$ cat src/rtl/cirno_pkg.sv
// Shared definitions for the cirno core and its host-side run controller.
package cirno_pkg;

  localparam int ADDR_W = 9;
  localparam int DATA_W = 8;

  typedef enum logic [1:0] {IDLE, INIT, RUN, FINISH} run_state_t;

endpackage

$ cat src/rtl/cycle_counter.sv
// Saturating up-counter with synchronous clear (priority over enable) and a
// combinational flag that is high while the count equals term.
module cycle_counter #(
  parameter int W = 16
) (
  input  logic         clk,
  input  logic         rst,
  input  logic         clr,
  input  logic         en,
  input  logic [W-1:0] term,
  output logic [W-1:0] count,
  output logic         match
);

  always_ff @(posedge clk or posedge rst) begin
    if (rst)                     count <= '0;
    else if (clr)                count <= '0;
    else if (en && count != '1)  count <= count + 1'b1;
  end

  assign match = (count == term);

endmodule

$ cat src/rtl/run_controller.sv
// Host-side initiator for the cirno init/done run handshake: pulses core_init,
// then counts RUN cycles until an armed done or the cycle budget runs out.
// Define RUN_CTRL_STATS_EN to add the run_total / cycle_total statistics outputs.
module run_controller #(
  parameter int          ADDR_W      = cirno_pkg::ADDR_W,
  parameter int          CNT_W       = 16,
  parameter int          INIT_CYCLES = 2,
  parameter int unsigned MAX_CYCLES  = 'hFFFF
) (
  input  logic              clk,
  input  logic              rst,
  input  logic              start,
  input  logic [ADDR_W-1:0] start_addr,
  output logic              core_init,
  output logic [ADDR_W-1:0] core_start_addr,
  input  logic              core_done,
  output logic              busy,
  output logic              finished,
  output logic              timed_out,
  output logic [CNT_W-1:0]  cycle_count
`ifdef RUN_CTRL_STATS_EN
  ,
  output logic [7:0]        run_total,
  output logic [31:0]       cycle_total
`endif
);
  import cirno_pkg::*;

  localparam int INIT_W = $clog2(INIT_CYCLES + 1);

  run_state_t state, state_nx;
  logic       accept, init_last, at_limit, complete, timeout, armed;
  logic [INIT_W-1:0] init_cnt_unused;

  assign accept   = (state == IDLE) && start;
  // armed is registered, so a done that is still high from the last program
  // must drop for at least one RUN cycle before it can complete this one.
  assign complete = (state == RUN) && armed && core_done;
  assign timeout  = (state == RUN) && at_limit && !complete;

  cycle_counter #(.W(INIT_W)) u_init_cnt (
    .clk   (clk),
    .rst   (rst),
    .clr   (state != INIT),
    .en    (state == INIT),
    .term  (INIT_W'(INIT_CYCLES - 1)),
    .count (init_cnt_unused),
    .match (init_last)
  );

  // at_limit flags the cycle whose increment lands on MAX_CYCLES.
  cycle_counter #(.W(CNT_W)) u_run_cnt (
    .clk   (clk),
    .rst   (rst),
    .clr   (accept),
    .en    (state == RUN),
    .term  (CNT_W'(MAX_CYCLES - 1)),
    .count (cycle_count),
    .match (at_limit)
  );

  always_ff @(posedge clk or posedge rst) begin
    if (rst) state <= IDLE;
    else     state <= state_nx;
  end

  always_comb begin
    state_nx = state;
    case (state)
      IDLE:    if (start)               state_nx = INIT;
      INIT:    if (init_last)           state_nx = RUN;
      RUN:     if (complete || timeout) state_nx = FINISH;
      FINISH:                           state_nx = IDLE;
      default:                          state_nx = IDLE;
    endcase
  end

  always_ff @(posedge clk or posedge rst) begin
    if (rst) begin
      core_start_addr <= '0;
      timed_out       <= 1'b0;
      armed           <= 1'b0;
    end else if (accept) begin
      core_start_addr <= start_addr;
      timed_out       <= 1'b0;
      armed           <= 1'b0;
    end else if (state == RUN) begin
      if (!core_done) armed     <= 1'b1;
      if (timeout)    timed_out <= 1'b1;
    end
  end

  assign core_init = (state == INIT);
  assign busy      = (state != IDLE);
  // In FINISH, timed_out describes the run just ended.
  assign finished  = (state == FINISH) && !timed_out;

`ifdef RUN_CTRL_STATS_EN
  logic [32:0] cycle_sum;

  assign cycle_sum = {1'b0, cycle_total} + 33'(cycle_count);

  always_ff @(posedge clk or posedge rst) begin
    if (rst) begin
      run_total   <= '0;
      cycle_total <= '0;
    end else if (finished) begin
      if (run_total != '1) run_total <= run_total + 1'b1;
      cycle_total <= cycle_sum[32] ? '1 : cycle_sum[31:0];
    end
  end
`endif

endmodule

$ cat config.mk
export PLATFORM = sky130hd
export DESIGN_NAME = run_controller
export DESIGN_NICKNAME = d
export VERILOG_FILES = /design/src/rtl/cirno_pkg.sv /design/src/rtl/cycle_counter.sv /design/src/rtl/run_controller.sv
export SDC_FILE = /design/constraint.sdc
export NUM_CORES = 1
export LEC_CHECK = 0
export CELL_PAD_IN_SITES_DETAIL_PLACEMENT = 0
export CELL_PAD_IN_SITES_GLOBAL_PLACEMENT = 1
export CORE_MARGIN = 3
export CORE_UTILIZATION = 30
export DETAILED_ROUTE_END_ITERATION = 16
export GPL_TIMING_DRIVEN = 0
export PLACE_DENSITY_LB_ADDON = 0.1
export SYNTH_ARGS = -nofsm -noshare
export SYNTH_HDL_FRONTEND = slang
export SYNTH_HIERARCHICAL = 1
export SYNTH_SLANG_ARGS = --single-unit
$ cat constraint.sdc
create_clock -name clk -period 1.7 [get_ports clk]
set_clock_uncertainty 0.05 [all_clocks]
set_input_delay 0.34 -clock clk [delete_from_list [all_inputs] [get_ports clk]]
set_output_delay 0.34 -clock clk [all_outputs]
set_load 0.1 [all_outputs]
### Yosys cells after proc, flatten, opt, wreduce, memory -nomap -nowiden

Index checks and enable logic that the tools add are counted.

| operators by class | value |
|---|---|
| mux-type cells | 14 |
| reductions and logical operators | 20 |
| add/sub/neg operators | 2 |
| equal/unequal tests | 12 |

Operator list:

| cell | count |
|---|---|
| two-way mux 16 bit | 2 |
| adder 16 x 1 -> 16 bit, second input constant | 1 |
| == test 16 bit, second input constant | 1 |
| inequality test 16 bit, second input constant | 1 |
| two-way mux 2 bit | 5 |
| nonzero test 2 bit | 5 |
| logical AND 1 bit | 8 |
| inequality test 2 bit, second input constant | 4 |
| one-hot mux 2 bit (4 select lines) | 1 |
| two-way mux 1 bit | 6 |
| == test 2 x 1 -> 1 bit, second input constant | 2 |
| == test 2 bit, second input constant | 2 |
| inequality test 2 x 1 -> 1 bit, second input constant | 2 |
| AND reduction 2 bit | 2 |
| AND reduction 3 bit | 1 |
| adder 2 x 1 -> 2 bit, second input constant | 1 |
| logical NOT 1 bit | 2 |
| logical NOT 2 bit | 1 |
| logical OR 1 bit | 1 |

| word-level totals | value |
|---|---|
| bits of input ports | 13 |
| bits in registers | 31 |

### Logic depth before layout (Yosys ltp)

| depth | value |
|---|---|
| depth after elaboration | 8 |
| mapped depth | 7 |
| mapped depth without buffers | 6 |

### By module

Netlist, hierarchy kept.

Modules (own cells, without submodules):

| module | times used | cells each | seq. area each (um2) | area an instance (um2) |
|---|---|---|---|---|
| cycle_counter (u_run_cnt) | 1 | 119 | 400.4 | 1,101.1 |
| run_controller | 1 | 48 | 325.3 | 601.8 |
| cycle_counter (u_init_cnt) | 1 | 14 | 50.0 | 148.9 |

### Least setup slack after synthesis

No wires, ideal clock.

| timing | value |
|---|---|
| path kind | reg2out |
| start | reg timed_out |
| end | out finished |
| arrival | 2,222 ps |
| cell stages (with the launch flop) | 2 |
| slack | -912 ps |
| path through | dfrtp_1 > nor2b_1 |

| on the way | value |
|---|---|
| cells in the longest elaborated chain, start to end | 2 |

RTL lines:

| what | RTL line | RTL |
|---|---|---|
| from (decl) | run_controller.sv:19 | `output logic timed_out,` |
| from (signal assigned) | run_controller.sv:81 | `timed_out <= 1'b0;` |
| from (signal assigned) | run_controller.sv:85 | `timed_out <= 1'b0;` |
| from (signal assigned) | run_controller.sv:89 | `if (timeout) timed_out <= 1'b1;` |
| logical NOT 1 bit | run_controller.sv:96 | `assign finished = (state == FINISH) && !timed_out;` |
| logical AND 1 bit | run_controller.sv:96 |  |
| to (decl) | run_controller.sv:18 | `output logic finished,` |

No other way between the ends.

### Worst setup path after layout

| timing | value |
|---|---|
| start | reg u_run_cnt.count[0] |
| end | reg u_run_cnt.count[6] |

| on the way | value |
|---|---|
| cells in the longest elaborated chain, start to end | 3 |
| elaborated cells on any way between the ends | 6 |

RTL lines:

| what | RTL line | RTL |
|---|---|---|
| from (decl) | cycle_counter.sv:11 | `output logic [W-1:0] count,` |
| from (signal assigned) | cycle_counter.sv:18 | `else if (en && count != '1) count <= count + 1'b1;` |
| adder 16 x 1 -> 16 bit / inequality test 16 bit (equally long branches) | cycle_counter.sv:18 |  |
| two-way mux 16 bit / logical AND 1 bit (equally long branches) | cycle_counter.sv:18 |  |
| two-way mux 16 bit / nonzero test 2 bit (equally long branches) | - |  |

Several ways; a longest one is shown, not always the timed one. The select of a mux whose other input is x is not followed.
A chain may end at the register's enable or synchronous reset.

==> metrics.yaml <==
status: "finished with violations"
violations: "negative setup slack"
crit_type: "register to register"
routed_via_density: 4.79
synth_cell_type_count: 43
grt.met1_usage_pct: 19.4
clock_sinks: 31
finalHoldViolations: 0
clk_latency_ns: 0.28
synth-seq-area-share_pct: 41.9
grt-busiest-layer: "met2"
cp.arrival_ns: 2.05
synth_warnings: 6
hold_class: "primary input to asynchronous set/reset pin"
numCtsBuffers: 5
cts_buffer_depth: 2
vdd_drop_max_mv: 1.31
htree_levels: 2
r2r_cells: 7
vias: 1634
worst_r2r_startpoint: "u_run_cnt/count[0]"
cp-startpoint: "u_run_cnt/count[0]"
track_usage_pct: 14.3
row_count: 27
fin_crit_ns: 1.89
grt_pass1_wl_um: 8200
use_met2_pct: 22.1
relSlewSlack_pct: 52.2
finalInstanceArea_um2: 2950
drv_slew: 0
synth.area.top_cells: "dfrtp_1 (42%), xnor2_1 (7.6%), mux2_1 (6.1%)"
tightest_slew_ns: 0.716
die_w_um: 84.6
post-route-period-util_pct: 111
wirelength_um: 4910
grt_max_degree: 17
cts_root_buffer: "clkbuf_8"
syn_inst: 181
detail_route.first_pass.iterations: 4
remaining_drc_errors: 0
endpoint_kind: "register"
start_util_pct: 32.2
r2r_end: "u_run_cnt/count[6]"
die_height_um: 84.6
required_ns: 1.86
grt_pass1_vias: 1610
gp_congestion: 0.711
r2r_setup_slack_ns: -0.19
synthArstFlopShare_pct: 100
core_um2: 5740
worst_slack_ns: -0.188
ant_nets: 0
nets: 287
setup_viol: 12
rsz0062_at_grt: "true"
dr.first_iter.drc_count: 28
synth-main-ff-cell: "dfrtp_1"
holdBufCountCts: 0
met3_usage_pct: 3.24
p_leak_nw: 1.27
drv_cap: 0
area_growth_pct: 59.3
crit_path_max_fanout: 7
start_kind: "register"
place_area_um2: 2540
die_area_um2: 7150
yosys.area.top_type: "dfrtp_1"
synth_area_um2: 1850
wl_per_cell_um: 14.4
fmax_ghz: 0.530
layout-drive-gt1-share_pct: 46.8
cts_tree: "built"
diodes: 0
dp_hpwl_um: 3330
overflow: 0
grt_antenna_before_repair: 0
synth-edff-count: 0
port_buffers: 41
tns_ns: -1.24
yosysTopAreaCellShare_pct: 41.9
synth_seq_cells: 31
clk_pin_slew_ns: 0.07
syn_area_per_cell_um2: 10.2
io_pins: 42
power_density_nw_per_um2: 1650
==> power breakdown <==
group | switching [W] | total [W] | internal (W)
Combinational | 0.00210 | 0.00316 | 0.00106
Clock | 0.000280 | 0.000560 | 0.000280
Sequential | 0.000171 | 0.00114 | 0.000965
==> state kept, by name, summed over array words and instances (netlist names) <==
signal / flops
u_run_cnt/count: 16
u_init_cnt/count: 2
armed: 1
timed_out: 1
core_start_addr: 9
state: 2
==> cells by family after synthesis <==
kind of cell    count (synthesis)  synth area share (%)
compound gates                 28                  10.3
xor+xnor                       19                  8.99
fa+ha+maj                       6                  4.05
buf+inv                        16                  3.78
flops                          31                  41.9
mux                            16                  9.73
other cells                     2                 0.406
simple gates                   63                  20.8
==> layer usage <==
layer / routed length [um] / part of all wire (%) / vias to the layer above
li1: - / - / 796
met1: 2300 / 47 / 787
met2: 2310 / 47 / 42
met3: 223 / 4.5 / 9
met4: 88 / 1.8 / 0
met5: 0 / 0 / -
==> stage by stage <==
step	cells	util [%]	hold slack, ns	setup slack, ns	total power, W
after detailed placement	310	44.3	0.433	-0.635	0.00391
after CTS	332	49.3	0.211	-0.204	0.00479
after global routing	341	51.4	0.230	-0.215	0.00514
after global placement	310	44.3	0.423	-0.641	0.00389
final	341	51.4	0.213	-0.188	0.00486
after floorplan	197	-	0.0312	-0.210	0.00330
==> cells in the mapped netlist (2+ instances only) <==
master,instances
a21oi_1,11
a31oi_1,2
and3_1,2
and4_1,2
buf_2,2
conb_1,2
dfrtp_1,31
ha_1,6
inv_1,9
inv_2,2
mux2_1,10
mux2_2,2
mux2i_1,3
nand2_1,8
nand2b_1,2
nand3_1,5
nand4_1,7
nor2_1,11
nor2b_1,4
nor3_1,5
nor4_1,3
o21ai_0,8
o31ai_1,3
or3_1,2
or3_2,3
or4_2,2
xnor2_1,16
xor2_1,3
==> worst max path at each step <==
stage | endpoint | cells after the start
floorplan | u_run_cnt/count[1] | 5
global placement | busy | 4
detailed placement | busy | 4
CTS | u_run_cnt/count[1] | 6
global route | u_run_cnt/count[13] | 6
finish | u_run_cnt/count[6] | 7
==> final cells by class <==
| type | count | area [um^2] |
|---|---|---|
| Fill cell | 556 | 2790 |
| Multi-Input combinational cell | 150 | 1250 |
| Sequential cell | 31 | 837 |
| Timing Repair Buffer | 64 | 586 |
| Tap cell | 72 | 90.1 |
| Clock buffer | 5 | 68.8 |
| Buffer | 5 | 58.8 |
| Inverter | 11 | 41.3 |
| Clock inverter | 3 | 15.0 |
==> cell usage in the layout (no fill, tap or decap), types with 4 or more instances in the layout <==
cell type / count
a21oi_1: 5
a21oi_2: 6
buf_2: 12
buf_4: 15
buf_6: 14
clkbuf_8: 6
clkdlybuf4s15_2: 10
clkdlybuf4s50_1: 12
conb_1: 18
dfrtp_1: 14
dfrtp_4: 16
ha_4: 5
inv_1: 6
inv_2: 5
mux2_1: 9
nand2_1: 7
nand3_1: 4
nand4_1: 7
nor2_1: 11
nor3_1: 5
o21ai_0: 5
xnor2_1: 15
==> critical path, cell delays in order (launching register included) <==
cell	delay, ns
dfrtp_4	0.51
ha_4	0.17
nand4_1	0.15
o41ai_4	0.10
buf_6	0.14
buf_6	0.11
or3_2	0.45
a21oi_2	0.12
==> repair_timing <==
action	in CTS	in global routing
endpoints found under the setup margin	47	25
pin swaps	18	13
hold endpoints to repair	0	0
setup buffers	14	14
resized for setup	155	29
cloned	1	0
No activity file was read; power rests on OpenSTA's default activity.
